==> src/rtl/pixel_fifo_filler_pkg.sv <==
// Shared types for the pixel FIFO producer.
// Framebuffer geometry defaults, pixel type and FSM states.
package pixel_fifo_filler_pkg;

  localparam int DEF_ADDR_W    = 21;
  localparam int DEF_FB_WIDTH  = 320;
  localparam int DEF_FB_HEIGHT = 240;

  typedef logic [7:0] pixel_t;

  typedef enum logic [1:0] {
    IDLE,
    FETCH,
    DRAIN,
    FLUSH
  } state_e;

endpackage

==> src/rtl/pixel_fifo_filler_if.sv <==
// SRAM arbiter read port: request/ready plus in-order response.
// The filler drives the master side, the arbiter the slave side.
interface pixel_fifo_filler_if
  import pixel_fifo_filler_pkg::*;
#(
  parameter int ADDR_W = DEF_ADDR_W
);

  logic              sram_rd_req;
  logic [ADDR_W-1:0] sram_rd_addr;
  logic              sram_rd_ready;
  logic              sram_rd_valid;
  pixel_t            sram_rd_data;

  modport master (
    output sram_rd_req,
    output sram_rd_addr,
    input  sram_rd_ready,
    input  sram_rd_valid,
    input  sram_rd_data
  );

  modport slave (
    input  sram_rd_req,
    input  sram_rd_addr,
    output sram_rd_ready,
    output sram_rd_valid,
    output sram_rd_data
  );

endinterface

==> src/rtl/pixel_fifo_filler_addr_gen.sv <==
// Raster address walker: x, line repeat, y and line base.
// Line base steps by FB_WIDTH so no multiplier is needed.
module fb_raster_addr_gen
  import pixel_fifo_filler_pkg::*;
#(
  parameter int                FB_WIDTH    = DEF_FB_WIDTH,
  parameter int                FB_HEIGHT   = DEF_FB_HEIGHT,
  parameter int                LINE_REPEAT = 2,
  parameter int                ADDR_W      = DEF_ADDR_W,
  parameter logic [ADDR_W-1:0] BASE_ADDR   = '0
) (
  input  logic              clk,
  input  logic              reset_n,
  input  logic              clr,
  input  logic              adv,
  output logic [ADDR_W-1:0] addr,
  output logic              last
);

  localparam int XW = (FB_WIDTH > 1) ? $clog2(FB_WIDTH) : 1;
  localparam int RW = (LINE_REPEAT > 1) ? $clog2(LINE_REPEAT) : 1;
  localparam int YW = (FB_HEIGHT > 1) ? $clog2(FB_HEIGHT) : 1;

  logic [XW-1:0]     x_q, x_d;
  logic [RW-1:0]     rep_q, rep_d;
  logic [YW-1:0]     y_q, y_d;
  logic [ADDR_W-1:0] base_q, base_d;

  logic x_wrap, rep_wrap, y_wrap;

  assign x_wrap   = (x_q == XW'(FB_WIDTH - 1));
  assign rep_wrap = (rep_q == RW'(LINE_REPEAT - 1));
  assign y_wrap   = (y_q == YW'(FB_HEIGHT - 1));

  always_ff @(posedge clk or negedge reset_n) begin
    if (!reset_n) begin
      x_q    <= '0;
      rep_q  <= '0;
      y_q    <= '0;
      base_q <= BASE_ADDR;
    end else begin
      x_q    <= x_d;
      rep_q  <= rep_d;
      y_q    <= y_d;
      base_q <= base_d;
    end
  end

  always_comb begin
    x_d    = x_q;
    rep_d  = rep_q;
    y_d    = y_q;
    base_d = base_q;
    if (clr) begin
      x_d    = '0;
      rep_d  = '0;
      y_d    = '0;
      base_d = BASE_ADDR;
    end else if (adv) begin
      if (!x_wrap) begin
        x_d = x_q + 1'b1;
      end else begin
        x_d = '0;
        if (!rep_wrap) begin
          rep_d = rep_q + 1'b1;
        end else begin
          rep_d  = '0;
          y_d    = y_wrap ? '0 : y_q + 1'b1;
          base_d = base_q + ADDR_W'(FB_WIDTH);
        end
      end
    end
  end

  assign addr = base_q + ADDR_W'(x_q);
  assign last = x_wrap && rep_wrap && y_wrap;

endmodule

==> src/rtl/pixel_fifo_filler.sv <==
// Pixel FIFO producer: streams the framebuffer from SRAM into the
// pixel FIFO with credit-based flow control and abortable frames.
module pixel_fifo_filler
  import pixel_fifo_filler_pkg::*;
#(
  parameter int                FB_WIDTH        = DEF_FB_WIDTH,
  parameter int                FB_HEIGHT       = DEF_FB_HEIGHT,
  parameter int                LINE_REPEAT     = 2,
  parameter int                ADDR_W          = DEF_ADDR_W,
  parameter logic [ADDR_W-1:0] BASE_ADDR       = '0,
  parameter int                FIFO_DEPTH      = 512,
  parameter int                LEVEL_W         = 10,
  parameter int                MAX_OUTSTANDING = 4
) (
  input  logic                clk,
  input  logic                reset_n,
  input  logic                frame_start,
  pixel_fifo_filler_if.master rd,
  input  logic [LEVEL_W-1:0]  fifo_level,
  output logic                fifo_wr_en,
  output pixel_t              fifo_wr_data,
  output logic                fifo_clr,
  output logic                busy,
  output logic                frame_done,
  output logic                protocol_err
);

  localparam int OW    = $clog2(MAX_OUTSTANDING + 1);
  localparam int SUM_W = LEVEL_W + OW + 1;

  state_e            state_q, state_d;
  logic [OW-1:0]     out_q, out_d;
  logic              hold_q, hold_d;
  logic              wr_en_q, wr_en_d;
  pixel_t            wr_data_q, wr_data_d;
  logic              clr_q, clr_d;
  logic              done_q, done_d;
  logic              err_q, err_d;

  logic              req, accept, rsp_ok, abort, start;
  logic              credit, last;
  logic [SUM_W-1:0]  fill;
  logic [ADDR_W-1:0] addr;

  fb_raster_addr_gen #(
    .FB_WIDTH    (FB_WIDTH),
    .FB_HEIGHT   (FB_HEIGHT),
    .LINE_REPEAT (LINE_REPEAT),
    .ADDR_W      (ADDR_W),
    .BASE_ADDR   (BASE_ADDR)
  ) u_addr (
    .clk     (clk),
    .reset_n (reset_n),
    .clr     (start),
    .adv     (accept),
    .addr    (addr),
    .last    (last)
  );

  always_ff @(posedge clk or negedge reset_n) begin
    if (!reset_n) begin
      state_q   <= IDLE;
      out_q     <= '0;
      hold_q    <= 1'b0;
      wr_en_q   <= 1'b0;
      wr_data_q <= '0;
      clr_q     <= 1'b0;
      done_q    <= 1'b0;
      err_q     <= 1'b0;
    end else begin
      state_q   <= state_d;
      out_q     <= out_d;
      hold_q    <= hold_d;
      wr_en_q   <= wr_en_d;
      wr_data_q <= wr_data_d;
      clr_q     <= clr_d;
      done_q    <= done_d;
      err_q     <= err_d;
    end
  end

  always_comb begin
    state_d = state_q;
    unique case (state_q)
      IDLE:  if (frame_start) state_d = FETCH;
      FETCH: begin
        if (frame_start)         state_d = FLUSH;
        else if (accept && last) state_d = DRAIN;
      end
      DRAIN: begin
        if (frame_start) state_d = FLUSH;
        else if (done_q) state_d = IDLE;
      end
      FLUSH: if (out_q == '0) state_d = FETCH;
      default: state_d = IDLE;
    endcase
  end

  always_comb begin
    abort  = frame_start &&
             (state_q == FETCH || state_q == DRAIN);
    start  = (state_q == IDLE && frame_start) ||
             (state_q == FLUSH && out_q == '0);
    // Bytes already committed to the FIFO: stored, in flight, being written.
    fill   = SUM_W'(fifo_level) + SUM_W'(out_q) + SUM_W'(wr_en_q);
    credit = (fill < SUM_W'(FIFO_DEPTH)) &&
             (out_q < OW'(MAX_OUTSTANDING));
    req    = (state_q == FETCH) && (hold_q || credit);
    accept = req && rd.sram_rd_ready;
    rsp_ok = rd.sram_rd_valid && (out_q != '0);

    hold_d = req && !rd.sram_rd_ready;
    out_d  = out_q;
    unique case (1'b1)
      (accept && !rsp_ok): out_d = out_q + 1'b1;
      (rsp_ok && !accept): out_d = out_q - 1'b1;
      default:             out_d = out_q;
    endcase

    wr_en_d   = rsp_ok && (state_q != FLUSH) && !abort;
    wr_data_d = rsp_ok ? rd.sram_rd_data : wr_data_q;
    clr_d     = start;
    done_d    = (state_q == DRAIN) && !frame_start &&
                rsp_ok && (out_q == OW'(1));
    err_d     = err_q || (rd.sram_rd_valid && out_q == '0);
  end

  assign rd.sram_rd_req  = req;
  assign rd.sram_rd_addr = addr;
  assign fifo_wr_en      = wr_en_q;
  assign fifo_wr_data    = wr_data_q;
  assign fifo_clr        = clr_q;
  assign busy            = (state_q != IDLE);
  assign frame_done      = done_q;
  assign protocol_err    = err_q;

endmodule

==> src/flat_wrapper.sv <==
// flat-port wrapper written by rule: the top's interface ports become plain ports
module pixel_fifo_filler_flat import pixel_fifo_filler_pkg::*;
#(
  parameter int                FB_WIDTH        = DEF_FB_WIDTH,
  parameter int                FB_HEIGHT       = DEF_FB_HEIGHT,
  parameter int                LINE_REPEAT     = 2,
  parameter int                ADDR_W          = DEF_ADDR_W,
  parameter logic [ADDR_W-1:0] BASE_ADDR       = '0,
  parameter int                FIFO_DEPTH      = 512,
  parameter int                LEVEL_W         = 10,
  parameter int                MAX_OUTSTANDING = 4
)
  (clk, reset_n, frame_start, fifo_level, fifo_wr_en, fifo_wr_data, fifo_clr, busy, frame_done, protocol_err, rd_sram_rd_req, rd_sram_rd_addr, rd_sram_rd_ready, rd_sram_rd_valid, rd_sram_rd_data);
  pixel_fifo_filler_if #(.ADDR_W(ADDR_W)) rd_i ();
  input  logic clk;
  input  logic reset_n;
  input  logic frame_start;
  input  logic [LEVEL_W-1:0] fifo_level;
  output logic fifo_wr_en;
  output pixel_t fifo_wr_data;
  output logic fifo_clr;
  output logic busy;
  output logic frame_done;
  output logic protocol_err;
  output wire logic [$bits(rd_i.sram_rd_req)-1:0] rd_sram_rd_req;
  output wire logic [$bits(rd_i.sram_rd_addr)-1:0] rd_sram_rd_addr;
  input wire logic [$bits(rd_i.sram_rd_ready)-1:0] rd_sram_rd_ready;
  input wire logic [$bits(rd_i.sram_rd_valid)-1:0] rd_sram_rd_valid;
  input wire logic [$bits(rd_i.sram_rd_data)-1:0] rd_sram_rd_data;
  assign rd_sram_rd_req = rd_i.sram_rd_req;
  assign rd_sram_rd_addr = rd_i.sram_rd_addr;
  assign rd_i.sram_rd_ready = rd_sram_rd_ready;
  assign rd_i.sram_rd_valid = rd_sram_rd_valid;
  assign rd_i.sram_rd_data = rd_sram_rd_data;
  pixel_fifo_filler #(.FB_WIDTH(FB_WIDTH), .FB_HEIGHT(FB_HEIGHT), .LINE_REPEAT(LINE_REPEAT), .ADDR_W(ADDR_W), .BASE_ADDR(BASE_ADDR), .FIFO_DEPTH(FIFO_DEPTH), .LEVEL_W(LEVEL_W), .MAX_OUTSTANDING(MAX_OUTSTANDING)) u_core (.clk(clk), .reset_n(reset_n), .frame_start(frame_start), .rd(rd_i), .fifo_level(fifo_level), .fifo_wr_en(fifo_wr_en), .fifo_wr_data(fifo_wr_data), .fifo_clr(fifo_clr), .busy(busy), .frame_done(frame_done), .protocol_err(protocol_err));
endmodule
==> config.mk <==
export PLATFORM = sky130hd
export DESIGN_NAME = pixel_fifo_filler_flat
export DESIGN_NICKNAME = d
export VERILOG_FILES = /design/src/rtl/pixel_fifo_filler_pkg.sv /design/src/rtl/pixel_fifo_filler_if.sv /design/src/rtl/pixel_fifo_filler_addr_gen.sv /design/src/rtl/pixel_fifo_filler.sv /design/src/flat_wrapper.sv
export SDC_FILE = /design/constraint.sdc
export NUM_CORES = 1
export LEC_CHECK = 0
export CAP_MARGIN = 20
export CORE_MARGIN = 8
export CORE_UTILIZATION = 50
export CTS_CLUSTER_DIAMETER = 60
export CTS_CLUSTER_SIZE = 24
export DETAILED_ROUTE_END_ITERATION = 10
export PLACE_DENSITY = 0.76
export SETUP_SLACK_MARGIN = 0.3
export SLEW_MARGIN = 15
export SYNTH_ARGS = -nofsm -noshare
export SYNTH_HDL_FRONTEND = slang
export SYNTH_SLANG_ARGS = --single-unit
==> constraint.sdc <==
create_clock -name clk -period 7.4 [get_ports clk]
set_input_delay 1.48 -clock clk [delete_from_list [all_inputs] [get_ports clk]]
set_output_delay 1.48 -clock clk [all_outputs]
set_load 0.005 [all_outputs]
==> impl_metrics.json, run 1 <==
{
  "setup-violations-final": 0,
  "die-area_um2": 9460,
  "cts-root-buf": "clkbuf_8",
  "antenna_found_initial": 0,
  "path_delay_family": "buffers and inverters",
  "cpMostUsedCell": "clkdlybuf4s50_1",
  "first_global_vias": 2787,
  "cts.sinks": 51,
  "firstDrtPassIters": 4,
  "dieWidth_um": 97.3,
  "fin_hold_ws_ns": 0.464,
  "cp.arrival_ns": 4.14,
  "viasPerCell": 5.99,
  "required_ns": 5.92,
  "synth-edff-count": 0,
  "coreArea_um2": 6390,
  "cts_made_buffers": 5,
  "drt-wirelength-per-cell_um": 16.3,
  "r2r_cells": 9,
  "fin_skew_ns": 0.00746,
  "fin_crit_sh_pct": 76.0,
  "drc": 0,
  "netlist_instances": 355,
  "antenna_left": 0,
  "dpl-instance-area_um2": 3890,
  "ys.flop_type": "dfrtp_1",
  "diodes": 0,
  "htreeDepth": 2,
  "fin_nets": 443,
  "hold_path_class": "reg -> reg",
  "path_depth": 8,
  "synth_cell_types": 57,
  "netlist_area_um2": 3300,
  "grt_usage_pct": 16.1,
  "io_buffers": 57,
  "pin_count": 58,
  "p_leak_nw": 1.66,
  "slowest_delay_ns": 0.53,
  "yosys_register_bits": 51,
  "clk_latency_ns": 0.30,
  "outcome": "complete, no violations",
  "dieHeight_um": 97.3,
  "max_freq_ghz": 0.178,
  "postCtsSetupBuffers": 0,
  "syn_area_per_cell_um2": 9.30,
  "clockBufferDepth": 2,
  "overflow": 0,
  "rows": 29,
  "finalHoldViolCount": 0,
  "r2r_setup_slack_ns": 4.05,
  "cpMaxStageDelayCell": "clkdlybuf4s50_1",
  "critical_path_buf_inv_count": 2,
  "endpoint_kind": "output port",
  "ir_worst_vdd_v": 0.000203,
  "cts_tree": "done",
  "cp_cell_sequence": "clkdlybuf4s50_1, ha_1, fa_1, a2111oi_0, and4_2, o31ai_1, nor2_1, clkdlybuf4s50_1",
  "crit_type": "in -> out",
  "period_needed_ns": 5.62,
  "path_max_fanout": 4,
  "ys_warn_count": 0,
  "holdPathStages": 1,
  "num_vias": 2863,
  "maxCapViolCount": 0,
  "async_flop_share_pct": 100,
  "ys_seq_area_share_pct": 38.7,
  "fin_util_pct": 62.6,
  "layout_commonest_cell": "clkdlybuf4s50_1",
  "rsz0062_at_grt": "false",
  "relSlewSlack_pct": 41.0,
  "initial_utilization_pct": 51.7,
  "grt_pass1_wl_mm": 13.2,
  "startpoint_type": "primary input",
  "areaGrowthSynthToFinish_pct": 21.1,
  "finalInstanceArea_um2": 4000,
  "synth_nets": 397,
  "drt_iter0_drc": 201,
  "maxSlewViolCount": 0,
  "cts-hold-fix-buffers": 0,
  "tightest_slew_ns": 0.885,
  "clkTransAtPathRegs_ns": 0.09,
  "gp_congestion": 0.814,
  "drt-total-wl_mm": 7.80,
  "drive_above_1_share_pct": 8.48,
  "final_cell_mix": "clkdlybuf4s50_1 (56), dfrtp_1 (51), nand2_1 (30), a21oi_1 (26)",
  "dp_hpwl_mm": 5.61,
  "grt_max_degree": 52,
  "fill_cells": 563,
  "cts_resized": 0,
  "p_per_area_nw_per_um2": 287,
  "fin_setup_tns_ns": 0
}
-- layout make-up --
type | count | area (µm²) | share of cell area (%)
multi-input combinational | 267 | 1870 | 46.7
clock buffer | 5 | 68.8 | 1.72
tap | 77 | 96.3 | 2.41
sequential | 51 | 1280 | 31.9
clock inverter | 2 | 37.5 | 0.939
inverter | 16 | 62.6 | 1.57
timing repair buffer | 60 | 588 | 14.7
-- worst register-to-register path: cells and delay by family (launching register included) --
kind	cells	cell delay, ns
flops	1	0.45
compound gates	3	1.13
simple gates	2	0.49
buf+inv	3	0.94
fa+ha+maj	1	0.20
-- logic make-up after synthesis --
logic type / count (synthesis) / share of synthesized area, %
DFF: 51 / 38.7
buffers and inverters: 37 / 4.97
xor gates and xnor gates: 17 / 4.51
muxes: 10 / 3.34
AOI/OAI and AO/OA: 99 / 21.1
and+or+nand+nor: 122 / 20.0
adders and majority gates: 19 / 7.43
-- cell usage after synthesis, types with 6 or more instances --
master    instances  area, µm²
dfrtp_1          51       1280
nand2_1          30        113
a21oi_1          26        130
ha_1             18        225
nor2_1           18       67.6
nand3_1          17       85.1
o31ai_1          17        128
inv_1            14       52.6
o21ai_0          14       70.1
or4_1            14        105
clkbuf_1         11       41.3
xnor2_1          10       87.6
mux2_2            8       90.1
a21o_1            7       52.6
and3_1            7       43.8
xor2_1            7       61.3
buf_2             6       30.0
nand4_1           6       37.5
o211ai_1          6       45.0
-- routing by layer --
layer / share of wire [%] / GRT usage (%) / vias to the layer above
li1: - / - / 1417
met1: 43 / 19.3 / 1385
met2: 51 / 28.2 / 50
met3: 4.3 / 3.56 / 11
met4: 1.6 / 4.43 / 0
met5: 0 / 0 / -
-- final timing paths --
| kind | start | endpoint |
|---|---|---|
| max | fifo_level[0] | rd_sram_rd_req |
| min | u_core.protocol_err | u_core.protocol_err |
| max reg2reg | u_core.out_q[1] | u_core.u_addr.y_q[1] |
| min reg2reg | u_core.protocol_err | u_core.protocol_err |
| max in group asynchronous | reset_n | u_core.u_addr.y_q[2] |
| min in group asynchronous | reset_n | u_core.u_addr.base_q[17] |
-- power by group --
group | total, mW | internal, mW | switching, mW | leakage (nW)
Clock | 0.189 | 0.0989 | 0.0903 | 0.0502
Sequential | 0.414 | 0.343 | 0.0708 | 0.664
Combinational | 0.544 | 0.248 | 0.297 | 0.950
Total | 1.15 | 0.690 | 0.458 | 1.66
-- stage by stage --
stage | total power, mW | worst slack, ns | std cells
final | 1.15 | 1.78 | 478
after global routing | 1.24 | 1.66 | 478
after CTS | 1.16 | 1.77 | 478
after detailed placement | 0.966 | 1.78 | 471
after global placement | 0.945 | 1.88 | 471
after floorplan | 0.777 | 2.97 | 355
-- registers in the layout (all words and copies together) (netlist names) --
register / cells
u_core.frame_done: 1
u_core.u_addr.y_q: 8
u_core.out_q: 3
u_core.fifo_wr_data: 8
u_core.fifo_clr: 1
u_core.u_addr.x_q: 9
u_core.fifo_wr_en: 1
u_core.hold_q: 1
u_core.state_q: 2
u_core.protocol_err: 1
u_core.u_addr.rep_q: 1
u_core.u_addr.base_q: 15
Power figures use the tool's default switching activity.
==> run 2: changes to the inputs <==
clock period = 5.75 ns   (was 7.4 ns; I/O delays follow)
==> impl_metrics.json, run 2 (same netlist as run 1, synthesis figures left out) <==
{
  "outcome": "complete, no violations",
  "slowest_delay_ns": 0.53,
  "dieWidth_um": 97.3,
  "areaGrowthSynthToFinish_pct": 22.1,
  "rows": 29,
  "cpMaxStageDelayCell": "clkdlybuf4s50_1",
  "ir_worst_vdd_v": 0.000268,
  "fin_util_pct": 63.1,
  "dp.cells": 472,
  "max_freq_ghz": 0.196,
  "dp_hpwl_mm": 5.73,
  "overflow": 0,
  "grt_usage_pct": 16.6,
  "required_ns": 4.60,
  "dpl-instance-area_um2": 3900,
  "hold_path_class": "reg -> reg",
  "cts_made_buffers": 5,
  "layout_commonest_cell": "clkdlybuf4s50_1",
  "p_per_area_nw_per_um2": 383,
  "reg_top3": "u_core.u_addr.base_q (15), u_core.u_addr.x_q (9)",
  "cts.sinks": 51,
  "cts-root-buf": "clkbuf_8",
  "cp.arrival_ns": 3.94,
  "dieHeight_um": 97.3,
  "cp_cell_sequence": "clkdlybuf4s50_1, ha_1, fa_1, a2111oi_0, and4_2, o31ai_1, nor2_1, clkdlybuf4s50_1",
  "startpoint_type": "primary input",
  "cpMostUsedCell": "clkdlybuf4s50_1",
  "fill_cells": 526,
  "die-area_um2": 9460,
  "endpoint_kind": "output port",
  "maxCapViolCount": 0,
  "regArea_um2": 1280,
  "num_vias": 2918,
  "grt_pass1_wl_mm": 13.7,
  "clk_latency_ns": 0.31,
  "cts-hold-fix-buffers": 0,
  "clkTransAtPathRegs_ns": 0.10,
  "period_needed_ns": 5.09,
  "postCtsSetupBuffers": 0,
  "fin_nets": 444,
  "fin_crit_sh_pct": 88.5,
  "htreeDepth": 2,
  "final_cells": 480,
  "crit_type": "in -> out",
  "gp_congestion": 0.810,
  "drt-total-wl_mm": 8.06,
  "fin_skew_ns": 0.0102,
  "maxSlewViolCount": 0,
  "antenna_left": 0,
  "largest-register": "u_core.u_addr.base_q",
  "path_max_fanout": 4,
  "initial_utilization_pct": 51.7,
  "tightest_slew_ns": 0.837,
  "io_buffers": 57,
  "firstDrtPassIters": 4,
  "drt_iter0_drc": 179,
  "relSlewSlack_pct": 44.2,
  "drc": 0,
  "diodes": 0,
  "largest_register_ffs": 15,
  "drive_above_1_share_pct": 8.68,
  "fin_setup_tns_ns": 0,
  "setup-violations-final": 0,
  "antenna_found_initial": 0,
  "drt-wirelength-per-cell_um": 16.8,
  "path_delay_family": "buffers and inverters",
  "first_global_vias": 2839,
  "p_leak_nw": 1.68,
  "p_total_mw": 1.54,
  "grt_max_degree": 52,
  "multi_input_area_um2": 1870,
  "rsz0062_at_grt": "false",
  "critical_path_buf_inv_count": 2,
  "coreArea_um2": 6390,
  "final_cell_mix": "clkdlybuf4s50_1 (56), dfrtp_1 (51), nand2_1 (30), a21oi_1 (26)",
  "cts_tree": "done",
  "cts_resized": 0,
  "finalHoldViolCount": 0,
  "viasPerCell": 6.08,
  "clockBufferDepth": 2,
  "finalInstanceArea_um2": 4030,
  "pin_count": 58
}
==> run 2: final timing paths <==
kind	start	to	slack, ns	cells after the start
min in group asynchronous	reset_n	u_core.u_addr.y_q[1]	0.95	2
hold reg to reg	u_core.protocol_err	u_core.protocol_err	0.47	1
hold / removal	u_core.protocol_err	u_core.protocol_err	0.47	1
setup reg to reg	u_core.out_q[0]	u_core.u_addr.y_q[1]	2.41	9
max in group asynchronous	reset_n	u_core.u_addr.y_q[6]	4.37	2
setup / recovery	fifo_level[0]	rd_sram_rd_req	0.66	8
==> run 2: area by class of cell <==
type                            instances  area share [%]
Multi-Input combinational cell        267            46.3
Sequential cell                        51            31.7
Timing Repair Buffer                   61            14.8
Tap cell                               77            2.39
Clock buffer                            6            1.80
Inverter                               16            1.55
Clock inverter                          2            1.49
==> run 2: worst register-to-register path, cell delays in order, from the launching register on <==
cell,delay (ns)
dfrtp_1,0.46
inv_1,0.09
ha_1,0.22
nor2b_1,0.15
a22oi_2,0.65
inv_2,0.47
a2111oi_4,0.40
buf_4,0.30
or2_2,0.32
o21ai_0,0.15
==> run 2: where the power goes <==
part | leakage (nW) | switching, mW | total (mW) | internal [mW]
clock network | 0.0654 | 0.124 | 0.298 | 0.174
registers | 0.664 | 0.0904 | 0.532 | 0.442
logic | 0.954 | 0.386 | 0.711 | 0.325
==> run 2: metrics by stage <==
step / setup slack, ns / hold WS [ns]
after global placement: 0.880 / 0.445
after detailed placement: 0.705 / 0.453
after global routing: 0.507 / 0.489
after CTS: 0.691 / 0.475
final: 0.660 / 0.472
after floorplan: 1.98 / 0.451
==> run 2: per-layer routing <==
layer	part of all wire (%)	track usage, %	vias up
met2	51	28.7	67
met5	0	0	-
met1	43	20.2	1420
li1	-	-	1414
met4	1.6	5.13	0
met3	4.3	3.41	17
==> run 3: changes to the inputs <==
CORE_MARGIN = not set   (was 8)
==> impl_metrics.json, run 3 (same netlist as run 1, synthesis figures left out) <==
{
  "outcome": "complete, no violations",
  "pin_count": 58,
  "final_cell_mix": "clkdlybuf4s50_1 (56), dfrtp_1 (51), nand2_1 (30), a21oi_1 (26)",
  "overflow": 0,
  "clk_latency_ns": 0.31,
  "clockBufferDepth": 2,
  "first_global_vias": 2778,
  "num_vias": 2901,
  "period_needed_ns": 4.86,
  "drive_above_1_share_pct": 9.38,
  "areaGrowthSynthToFinish_pct": 21.3,
  "fin_nets": 446,
  "fill_cells": 526,
  "cts.sinks": 51,
  "largest_register_ffs": 15,
  "setup_ws_ns": 0.887,
  "antenna_found_initial": 0,
  "clkTransAtPathRegs_ns": 0.10,
  "finalHoldViolCount": 0,
  "fin_setup_tns_ns": 0,
  "startpoint_type": "primary input",
  "cts_made_buffers": 5,
  "fin_crit_sh_pct": 84.6,
  "grt_pass1_wl_mm": 12.8,
  "maxSlewViolCount": 0,
  "fin_skew_ns": 0.0157,
  "p_per_area_nw_per_um2": 365,
  "dp.cells": 474,
  "drc": 0,
  "ir_worst_vdd_v": 0.000231,
  "relSlewSlack_pct": 53.8,
  "initial_utilization_pct": 52.0,
  "cts_resized": 0,
  "cts-root-buf": "clkbuf_8",
  "endpoint_kind": "output port",
  "fin_hold_ws_ns": 0.470,
  "grt_usage_pct": 22.2,
  "tightest_slew_ns": 0.694,
  "required_ns": 4.60,
  "antenna_left": 0,
  "cts_tree": "done",
  "dieHeight_um": 83.3,
  "layout_commonest_cell": "clkdlybuf4s50_1",
  "path_max_fanout": 4,
  "reg_top3": "u_core.u_addr.base_q (15), u_core.u_addr.x_q (9)",
  "drt-wirelength-per-cell_um": 15.3,
  "rsz0062_at_grt": "false",
  "hold_path_class": "reg -> reg",
  "maxCapViolCount": 0,
  "dieWidth_um": 83.3,
  "die-area_um2": 6930,
  "drt-total-wl_mm": 7.38,
  "viasPerCell": 6.02,
  "drt_iter0_drc": 182,
  "max_freq_ghz": 0.206,
  "final_cells": 482,
  "gp_congestion": 0.829,
  "coreArea_um2": 6350,
  "largest-register": "u_core.u_addr.base_q",
  "postCtsSetupBuffers": 0,
  "io_buffers": 57,
  "htreeDepth": 2,
  "grt_max_degree": 52,
  "setup-violations-final": 0,
  "p_leak_nw": 1.67,
  "diodes": 0,
  "post-place-ws_ns": 0.883,
  "dp_hpwl_mm": 5.22,
  "crit_type": "in -> out",
  "rows": 29,
  "cts-hold-fix-buffers": 0,
  "p_total_mw": 1.46,
  "firstDrtPassIters": 6,
  "cp.arrival_ns": 3.71
}
run 3: path summary, 6_finish.rpt:
check                                    start                        to  slack (ns)  cells after the start
min                        u_core.protocol_err       u_core.protocol_err        0.47                      1
min reg2reg                u_core.protocol_err       u_core.protocol_err        0.47                      1
min in group asynchronous              reset_n           u_core.out_q[0]        0.95                      2
max reg2reg                    u_core.out_q[0]  u_core.u_addr.base_q[14]        2.68                      9
max                              fifo_level[0]            rd_sram_rd_req        0.89                      8
max in group asynchronous              reset_n      u_core.u_addr.y_q[4]        4.35                      2
run 3: critical path: stages:
cell and delay (ns):
clkdlybuf4s50_1 0.40, ha_1 0.23, fa_1 0.40, a2111oi_0 0.36, and4_2 0.35, o31ai_1 0.14, nor2_1 0.15, clkdlybuf4s50_1 0.52
run 3: layer usage:
layer / wire length, µm / global-route usage (%) / up-vias
met1: 3340 / 29.7 / 1412
li1: - / - / 1417
met2: 3680 / 37.0 / 64
met3: 278 / 3.38 / 8
met4: 86 / 7.21 / 0
met5: 0 / 0 / -
run 3: final cells by class:
type,count,area [µm²],area share [%]
multi-input cells,267,1870,46.6
clock inverters,3,23.8,0.594
clock buffers,5,68.8,1.72
repair buffers,63,611,15.2
well taps,77,96.3,2.41
flip-flops and latches,51,1280,31.9
inverters,16,62.6,1.56
run 3: through the flow:
stage          cell area [µm²]  utilization [%]
2_1_floorplan             3300                -
3_3_place_gp              3910             61.6
3_5_place_dp              3910             61.6
4_1_cts                   4010             63.1
5_1_grt                   4010             63.1
6_report                  4010             63.1
run 3: power breakdown:
part	internal (mW)	switching (mW)
clock network	0.0874	0.130
logic	0.332	0.381
registers	0.442	0.0899
total	0.861	0.601
